## src/rtl/bcd_serial_adder_pkg.sv

```systemverilog
// Shared constants, FSM state type and digit legality helper for the
// digit-serial BCD adder.
package bcd_pkg;

    localparam int unsigned BCD_W   = 4;
    localparam int unsigned BCD_MAX = 9;
    localparam int unsigned ADJ     = 6;

    typedef enum logic [1:0] {
        IDLE = 2'd0,
        ADD  = 2'd1,
        DONE = 2'd2
    } state_e;

    // Codes 1010..1111 are not decimal digits.
    function automatic logic is_illegal_digit(input logic [BCD_W-1:0] d);
        return d[3] & (d[2] | d[1]);
    endfunction

endpackage

```

## src/rtl/bcd_serial_adder_if.sv

```systemverilog
// Request/result bundle for bcd_serial_adder; master issues operations,
// slave (the adder) returns results.
interface bcd_serial_adder_if #(
    parameter int unsigned DIGITS = 4
);
    logic                  start;
    logic                  sub;
    logic [4*DIGITS-1:0]   a;
    logic [4*DIGITS-1:0]   b;
    logic                  busy;
    logic                  done;
    logic [4*DIGITS-1:0]   sum;
    logic                  c_out;
    logic                  out_of_range;

    modport master (
        output start, sub, a, b,
        input  busy, done, sum, c_out, out_of_range
    );

    modport slave (
        input  start, sub, a, b,
        output busy, done, sum, c_out, out_of_range
    );
endinterface

```

## src/rtl/bcd_digit_add.sv

```systemverilog
// Single-digit BCD add with optional nines-complement of b (for
// ten's-complement subtraction) and +6 decimal adjust.
module bcd_digit_add
    import bcd_pkg::*;
(
    input  logic [BCD_W-1:0] a,
    input  logic [BCD_W-1:0] b,
    input  logic             cin,
    input  logic             sub,
    output logic [BCD_W-1:0] s,
    output logic             cout
);

    logic [BCD_W-1:0] b_eff;
    logic [BCD_W:0]   raw;
    logic [BCD_W:0]   adj;

    always_comb begin
        b_eff = sub ? (BCD_W'(BCD_MAX) - b) : b;
        raw   = {1'b0, a} + {1'b0, b_eff} + {{BCD_W{1'b0}}, cin};
        adj   = raw + (BCD_W+1)'(ADJ);
        if (raw > (BCD_W+1)'(BCD_MAX)) begin
            s    = adj[BCD_W-1:0];
            cout = 1'b1;
        end else begin
            s    = raw[BCD_W-1:0];
            cout = 1'b0;
        end
    end

endmodule

```

## src/rtl/bcd_serial_adder.sv

```systemverilog
// Digit-serial N-digit BCD adder/subtractor: one digit per clock, LSD first,
// with a registered decimal carry and start/busy/done framing.
module bcd_serial_adder
    import bcd_pkg::*;
#(
    parameter int unsigned DIGITS = 4
) (
    input logic              clk,
    input logic              reset,
    bcd_serial_adder_if.slave bus
);

    localparam int unsigned W    = BCD_W * DIGITS;
    localparam int unsigned IdxW = (DIGITS > 1) ? $clog2(DIGITS) : 1;

    state_e            state_q, state_d;
    logic [IdxW-1:0]   idx_q, idx_d;
    logic              carry_q, carry_d;
    logic              sub_q, sub_d;
    logic              cout_q, cout_d;
    logic              oor_q, oor_d;
    logic [W-1:0]      a_q, a_d;
    logic [W-1:0]      b_q, b_d;
    logic [W-1:0]      sum_q, sum_d;

    logic [BCD_W-1:0]  a_dig, b_dig, s_dig;
    logic              dig_cout;
    logic              any_illegal;
    logic              accept;

    // Operand check is done on the values being latched so an illegal request
    // reaches DONE one cycle after start.
    always_comb begin
        any_illegal = 1'b0;
        a_dig       = '0;
        b_dig       = '0;
        for (int i = 0; i < DIGITS; i++) begin
            any_illegal = any_illegal
                        | is_illegal_digit(bus.a[i*BCD_W +: BCD_W])
                        | is_illegal_digit(bus.b[i*BCD_W +: BCD_W]);
            if (idx_q == IdxW'(i)) begin
                a_dig = a_q[i*BCD_W +: BCD_W];
                b_dig = b_q[i*BCD_W +: BCD_W];
            end
        end
    end

    bcd_digit_add u_digit (
        .a    (a_dig),
        .b    (b_dig),
        .cin  (carry_q),
        .sub  (sub_q),
        .s    (s_dig),
        .cout (dig_cout)
    );

    assign accept = bus.start && (state_q != ADD);

    always_comb begin
        state_d = state_q;
        idx_d   = idx_q;
        carry_d = carry_q;
        sub_d   = sub_q;
        cout_d  = cout_q;
        oor_d   = oor_q;
        a_d     = a_q;
        b_d     = b_q;
        sum_d   = sum_q;

        if (accept) begin
            a_d    = bus.a;
            b_d    = bus.b;
            sub_d  = bus.sub;
            sum_d  = '0;
            idx_d  = '0;
            cout_d = 1'b0;
            if (any_illegal) begin
                state_d = DONE;
                oor_d   = 1'b1;
                carry_d = 1'b0;
            end else begin
                state_d = ADD;
                oor_d   = 1'b0;
                carry_d = bus.sub;
            end
        end else begin
            case (state_q)
                ADD: begin
                    for (int i = 0; i < DIGITS; i++) begin
                        if (idx_q == IdxW'(i)) sum_d[i*BCD_W +: BCD_W] = s_dig;
                    end
                    carry_d = dig_cout;
                    if (idx_q == IdxW'(DIGITS - 1)) begin
                        cout_d  = dig_cout;
                        idx_d   = '0;
                        state_d = DONE;
                    end else begin
                        idx_d = idx_q + IdxW'(1);
                    end
                end
                DONE:    state_d = IDLE;
                default: state_d = IDLE;
            endcase
        end
    end

    always_ff @(posedge clk or posedge reset) begin
        if (reset) begin
            state_q <= IDLE;
            idx_q   <= '0;
            carry_q <= 1'b0;
            sub_q   <= 1'b0;
            cout_q  <= 1'b0;
            oor_q   <= 1'b0;
            a_q     <= '0;
            b_q     <= '0;
            sum_q   <= '0;
        end else begin
            state_q <= state_d;
            idx_q   <= idx_d;
            carry_q <= carry_d;
            sub_q   <= sub_d;
            cout_q  <= cout_d;
            oor_q   <= oor_d;
            a_q     <= a_d;
            b_q     <= b_d;
            sum_q   <= sum_d;
        end
    end

    assign bus.busy         = (state_q == ADD);
    assign bus.done         = (state_q == DONE);
    assign bus.sum          = sum_q;
    assign bus.c_out        = cout_q;
    assign bus.out_of_range = oor_q;

endmodule

```

## src/flat_wrapper.sv

```systemverilog
// flat-port wrapper written by rule: the top's interface ports become plain ports
module bcd_serial_adder_flat import bcd_pkg::*;
#(
    parameter int unsigned DIGITS = 4
)
  (clk, reset, bus_start, bus_sub, bus_a, bus_b, bus_busy, bus_done, bus_sum, bus_c_out, bus_out_of_range);
  bcd_serial_adder_if #(.DIGITS(DIGITS)) bus_i ();
  input logic clk;
  input logic reset;
  input wire logic [$bits(bus_i.start)-1:0] bus_start;
  input wire logic [$bits(bus_i.sub)-1:0] bus_sub;
  input wire logic [$bits(bus_i.a)-1:0] bus_a;
  input wire logic [$bits(bus_i.b)-1:0] bus_b;
  output wire logic [$bits(bus_i.busy)-1:0] bus_busy;
  output wire logic [$bits(bus_i.done)-1:0] bus_done;
  output wire logic [$bits(bus_i.sum)-1:0] bus_sum;
  output wire logic [$bits(bus_i.c_out)-1:0] bus_c_out;
  output wire logic [$bits(bus_i.out_of_range)-1:0] bus_out_of_range;
  assign bus_i.start = bus_start;
  assign bus_i.sub = bus_sub;
  assign bus_i.a = bus_a;
  assign bus_i.b = bus_b;
  assign bus_busy = bus_i.busy;
  assign bus_done = bus_i.done;
  assign bus_sum = bus_i.sum;
  assign bus_c_out = bus_i.c_out;
  assign bus_out_of_range = bus_i.out_of_range;
  bcd_serial_adder #(.DIGITS(DIGITS)) u_core (.clk(clk), .reset(reset), .bus(bus_i));
endmodule
```

## config.mk

```make
export PLATFORM = sky130hd
export DESIGN_NAME = bcd_serial_adder_flat
export DESIGN_NICKNAME = d
export VERILOG_FILES = /design/src/rtl/bcd_serial_adder_pkg.sv /design/src/rtl/bcd_serial_adder_if.sv /design/src/rtl/bcd_digit_add.sv /design/src/rtl/bcd_serial_adder.sv /design/src/flat_wrapper.sv
export SDC_FILE = /design/constraint.sdc
export NUM_CORES = 1
export LEC_CHECK = 0
export CAP_MARGIN = 20
export CORE_MARGIN = 2
export CORE_UTILIZATION = 35
export DETAILED_ROUTE_END_ITERATION = 10
export HOLD_SLACK_MARGIN = 0.15
export PLACE_DENSITY = 0.66
export SETUP_SLACK_MARGIN = 0.15
export SYNTH_ARGS = -nofsm -noshare
export SYNTH_HDL_FRONTEND = slang
export SYNTH_SLANG_ARGS = --single-unit
export TNS_END_PERCENT = 10
```

## constraint.sdc

```tcl
create_clock -name clk -period 5.3 [get_ports clk]
set_clock_uncertainty 0.1 [all_clocks]
set_input_delay 1.06 -clock clk [delete_from_list [all_inputs] [get_ports clk]]
set_output_delay 1.06 -clock clk [all_outputs]
set_load 0.02 [all_outputs]
```

==> impl_metrics.json, run 1 <==
{
  "status": "completed",
  "grt_overflow_total": 0,
  "hold_path_class": "reg2reg",
  "grt.busiest_layer": "met2",
  "period_minus_slack_ns": 4.414,
  "port_buffers": 55,
  "end_kind": "flop",
  "power.density_nw_per_um2": 293.6,
  "ys_warn_count": 0,
  "cts_tree": "done",
  "cts_buffers": 5,
  "met2_usage": 0.2355,
  "dr.pass1.iters": 4,
  "die_w_um": 92.83,
  "criticalPathCategory": "reg2reg",
  "cp_max_fo": 17,
  "ys.flop_type": "dfrtp_1",
  "layout-drive-gt1-share": 0.1577,
  "place_hpwl_mm": 4.598,
  "globalplace.congestion": 0.7942,
  "netlist_top_cells_area": "dfrtp_1, mux2_2, o21ai_0",
  "cts_resized": 0,
  "die_h_um": 92.83,
  "grt_max_degree": 57,
  "ios": 56,
  "vias": 2003,
  "cts_sinks": 56,
  "clk_pin_slew_worst_paths_ns": 0.10,
  "setup_violations": 0,
  "arrival_ns": 4.56,
  "finalWirelength_mm": 5.969,
  "final_common_cell": "dfrtp_1",
  "row_count": 32,
  "tightest_slew_ns": 0.8474,
  "ys_ff_latch": 56,
  "cap_violations": 0,
  "critPathRequiredTime_ns": 5.44,
  "avgRoutedWirePerCell_um": 14.92,
  "hold_violations": 0,
  "fin_tns_setup_ns": 0,
  "synth-seq-area-share": 0.5075,
  "syn_inst": 244,
  "use_met1": 0.2150,
  "synth_nets": 291,
  "ctsHoldBuffers": 0,
  "post_cts_buffers": 0,
  "h-tree-depth": 2,
  "grt_antenna_before_repair": 0,
  "layout.cells.most_common_list": "dfrtp_1, clkdlybuf4s50_1, mux2_2",
  "drv_slew": 0,
  "leakagePower_nw": 1.447,
  "ir_drop_uv": 116.4,
  "nNetsFinal": 344,
  "grtUsageTotal": 0.1513,
  "clkLatencyLatePin_ns": 0.31,
  "ys_async_sr_fraction": 1.000,
  "synth.top_cell.area_share": 0.5075,
  "grt_setup_unrepaired": "false",
  "grt_pass1_vias": 2009,
  "dieArea_um2": 8616,
  "via_per_inst": 5.008,
  "initial_core_util": 0.3592,
  "area_delta_synth_final_pct": 26.87,
  "drt_iter0_drc": 86,
  "core_um2": 7687,
  "cts-root-buf": "clkbuf_8",
  "startpoint_type": "flop",
  "syn_area_um2": 2761,
  "fmax_mhz": 226.6,
  "avgSynthCellArea_um2": 11.32,
  "grt_pass1_wl_mm": 10.21,
  "synth-edff-count": 0,
  "finalCritPeriodShare": 0.8327,
  "synth_top_cell_by_area": "dfrtp_1",
  "synth.distinct_cells": 37,
  "ant_nets": 0,
  "fillers": 735,
  "drcViolationCount": 0,
  "cts_buffer_depth": 2,
  "met3_usage": 0.02848,
  "holdWs_ns": 0.3920,
  "n_antenna_cell": 0,
  "slew-limit-headroom": 0.4351
}
[routing by layer]
metal  share of wire  wire length, um
met1            0.48             2892
met2            0.45             2705
met3           0.047              283
met4           0.015               88
met5               0                0
[per-stage QoR]
stage / cells / setup slack, ns / utilization / total power [mW] / cell area, um^2
after global routing: 400 / 0.4652 / 0.4557 / 1.095 / 3503
final: 400 / 0.8864 / 0.4557 / 1.029 / 3503
after floorplan: 244 / 1.402 / - / 0.6962 / 2761
after global placement: 392 / 1.068 / 0.4435 / 0.7841 / 3410
after detailed placement: 392 / 0.8925 / 0.4435 / 0.7955 / 3410
after CTS: 400 / 0.8365 / 0.4557 / 1.040 / 3503
[worst paths after layout]
check	slack [ns]	endpoint	cells after the start	start
setup / recovery	0.89	u_core.bus.sum[10]	15	u_core.idx_q[1]
max in group asynchronous	3.48	u_core.sub_q	3	reset
setup reg to reg	0.89	u_core.bus.sum[10]	15	u_core.idx_q[1]
min in group asynchronous	1.15	u_core.bus.sum[3]	3	reset
hold / removal	0.39	u_core.bus.sum[15]	2	u_core.bus.sum[15]
hold reg to reg	0.39	u_core.bus.sum[15]	2	u_core.bus.sum[15]
[flip-flops by register name, summed over array words and instances (netlist names)]
signal / flops
u_core.carry_q: 1
u_core.state_q: 2
u_core.bus.sum: 16
u_core.bus.c_out: 1
u_core.bus.out_of_range: 1
u_core.idx_q: 2
u_core.sub_q: 1
u_core.a_q: 16
u_core.b_q: 16
[cells by family (layout without fill, tap and decap cells)]
| kind of cell | count (synthesis) | in the layout | synth area share |
|---|---|---|---|
| AO/OA/AOI/OAI | 67 | 67 | 0.1590 |
| XOR/XNOR | 4 | 4 | 0.01541 |
| adder cells (fa/ha/maj) | 11 | 11 | 0.05528 |
| buffers and inverters | 19 | 73 | 0.02719 |
| flip-flops | 56 | 56 | 0.5075 |
| multiplexers | 35 | 35 | 0.1423 |
| AND/OR/NAND/NOR | 52 | 52 | 0.09334 |
[cell usage after synthesis, drive strengths merged (5+ instances only)]
cell type / instances
o21ai: 29
nor2: 6
ha: 9
inv: 8
dfrtp: 56
buf: 5
nand2: 24
a21oi: 13
mux2: 34
clkbuf: 6
nor2b: 8
[worst max-delay path, cell delays in order (launching register included)]
cell and delay [ns]:
dfrtp_1 0.41, inv_1 0.11, ha_1 0.49, nand3b_1 0.18
a21oi_1 0.07, a21oi_1 0.14, o21ai_0 0.11, xnor2_1 0.18
fa_1 0.43, fa_1 0.41, xor2_1 0.33, ha_1 0.27
a22oi_1 0.13, a311oi_4 0.42, mux2_2 0.43, o21ai_1 0.14
[final cells by class]
| type | instances | area (um^2) | share of cell area |
|---|---|---|---|
| Timing Repair Buffer | 57 | 565.5 | 0.1614 |
| Clock inverter | 1 | 7.507 | 0.002143 |
| Clock buffer | 7 | 86.33 | 0.02464 |
| Inverter | 8 | 30.03 | 0.008571 |
| Multi-Input combinational cell | 169 | 1285 | 0.3668 |
| Tap cell | 102 | 127.6 | 0.03643 |
| Sequential cell | 56 | 1401 | 0.4000 |
[power breakdown]
group	leakage (nW)	internal [mW]	switching, mW
combinational	0.703	0.145	0.162
sequential	0.699	0.456	0.0192
clock	0.0445	0.107	0.140
total	1.45	0.708	0.321
(Power assumes the default switching activity.)
==> inputs of run 2 (changes only) <==
- clock period: 5.3 -> 4.3 ns (I/O delays scaled with it)
==> run 2 against run 1 <==
Net effect: sequential power grew 24%; routed wire length grew 7.3%; first-iteration DRC count shrank 42%; final area grew 3.9%; via count grew 5.0%; core utilization grew 1.8 points.
==> impl_metrics.json, run 2 (synthesis gave the netlist of run 1 again) <==
{
  "grt_overflow_total": 0,
  "min_to": "u_core.bus.sum[11]",
  "port_buffers": 55,
  "startpoint_type": "flop",
  "rr_worst_depth": 16,
  "slew-limit-headroom": 0.4422,
  "tightest_slew_ns": 0.8354,
  "layout.cells.most_common_list": "dfrtp_1, clkdlybuf4s50_1, mux2_2",
  "fin_tns_setup_ns": 0,
  "area_delta_synth_final_pct": 31.81,
  "period_minus_slack_ns": 3.932,
  "initial_core_util": 0.3592,
  "fin_util": 0.4735,
  "whs_path_depth": 2,
  "dieArea_um2": 8616,
  "ctsHoldBuffers": 0,
  "min_from": "u_core.bus.sum[11]",
  "ant_nets": 0,
  "critPathRequiredTime_ns": 4.40,
  "vias": 2103,
  "cp_max_fo": 9,
  "cts_buffers": 5,
  "drt_iter0_drc": 50,
  "arrival_ns": 4.03,
  "final_common_cell": "dfrtp_1",
  "grt_antenna_before_repair": 0,
  "globalplace.congestion": 0.7927,
  "core_um2": 7687,
  "avgRoutedWirePerCell_um": 15.63,
  "drv_slew": 0,
  "finalCritPeriodShare": 0.9145,
  "hold_violations": 0,
  "timing.rr.end": "u_core.bus.sum[1]",
  "clkLatencyLatePin_ns": 0.31,
  "r2r_start": "u_core.idx_q[0]",
  "clk_pin_slew_worst_paths_ns": 0.10,
  "fmax_mhz": 254.3,
  "drcViolationCount": 0,
  "grtUsageTotal": 0.1544,
  "layout-drive-gt1-share": 0.2143,
  "setup_violations": 0,
  "place_hpwl_mm": 4.926,
  "cap_violations": 0,
  "cts_tree": "done",
  "grt_pass1_vias": 2109,
  "ios": 56,
  "cts-root-buf": "clkbuf_8",
  "leakagePower_nw": 1.515,
  "die_h_um": 92.83,
  "power.total_mw": 1.297,
  "dr.pass1.iters": 4,
  "h-tree-depth": 2,
  "grt_pass1_wl_mm": 10.40,
  "row_count": 32,
  "ir_drop_uv": 155.0,
  "rrSetupSlack_ns": 0.37,
  "end_kind": "flop",
  "die_w_um": 92.83,
  "cts_sinks": 56,
  "power.density_nw_per_um2": 356.5,
  "via_per_inst": 5.129,
  "holdWs_ns": 0.3895,
  "grt_setup_unrepaired": "false",
  "criticalPathCategory": "reg2reg",
  "n_antenna_cell": 0,
  "status": "completed",
  "cts_buffer_depth": 2,
  "hold_path_class": "reg2reg",
  "finalWirelength_mm": 6.407,
  "grt_max_degree": 42,
  "nNetsFinal": 355
}
[run 2: cell count changes in the layout (fill, tap and decap cells not counted), moves of 2 or more]
cell	delta
ha_4	+3
inv_2	+2
buf_4	+10
ha_1	-4
inv_1	-2
[run 2: final cells by class]
class | count | area, um^2
repair buffers | 68 | 660.6
clock buffers | 6 | 72.57
well taps | 102 | 127.6
fillers | 741 | 4048
inverters | 8 | 30.03
clock inverters | 1 | 5.005
multi-input cells | 169 | 1343
flip-flops and latches | 56 | 1401
[run 2: metal layers]
| metal | global-route usage | up-vias | part of all wire |
|---|---|---|---|
| li1 | - | 1001 | - |
| met1 | 0.2043 | 1022 | 0.45 |
| met2 | 0.2518 | 71 | 0.48 |
| met3 | 0.03173 | 9 | 0.053 |
| met4 | 0.05392 | 0 | 0.015 |
| met5 | 0 | - | 0 |
[run 2: how the worst max path moves through the flow]
| stage | start | to | slack, ns | depth (start not counted) |
|---|---|---|---|---|
| final | u_core.idx_q[0] | u_core.bus.sum[1] | 0.37 | 16 |
| after global routing | u_core.idx_q[1] | u_core.bus.sum[1] | 0.13 | 16 |
| after CTS | u_core.idx_q[1] | u_core.bus.sum[2] | 0.17 | 18 |
| after detailed placement | u_core.idx_q[1] | u_core.bus.sum[2] | 0.02 | 18 |
| after global placement | u_core.idx_q[1] | u_core.bus.sum[14] | 0.24 | 17 |
| after floorplan | u_core.idx_q[0] | u_core.bus.sum[14] | 0.40 | 16 |
[run 2: repair_timing]
| action | in CTS | in global routing |
|---|---|---|
| setup buffers | 0 | 7 |
| hold endpoints to repair | 0 | 0 |
| pin swaps | 0 | 5 |
| resized for setup | 4 | 10 |
| endpoints found under the setup margin | 8 | 12 |
[run 2: through the flow]
step                      instance area [um^2]  worst slack, ns  std cells
after floorplan                           2761           0.4024        244
after global placement                    3452           0.2444        396
after detailed placement                  3452          0.02278        396
after CTS                                 3545           0.1733        403
after global routing                      3640           0.1280        410
final                                     3640           0.3677        410
[run 2: power breakdown]
group | switching, mW | total, mW | leakage [nW] | internal (mW)
clock network | 0.163 | 0.275 | 0.0410 | 0.111
registers | 0.0256 | 0.588 | 0.699 | 0.563
logic | 0.214 | 0.435 | 0.775 | 0.220
total | 0.403 | 1.30 | 1.51 | 0.894
[run 2: critical path, stage by stage, from the launching register on]
cell and delay [ns]:
dfrtp_1 0.47, inv_2 0.15, ha_4 0.20, nand3b_1 0.09
a21oi_1 0.17, a21oi_1 0.05, nor2_1 0.21, a21oi_2 0.09
ha_1 0.29, inv_1 0.04, mux2i_1 0.14, ha_1 0.31
and3b_1 0.21, or3_4 0.40, a311oi_4 0.43, xor2_2 0.19
a32o_1 0.29
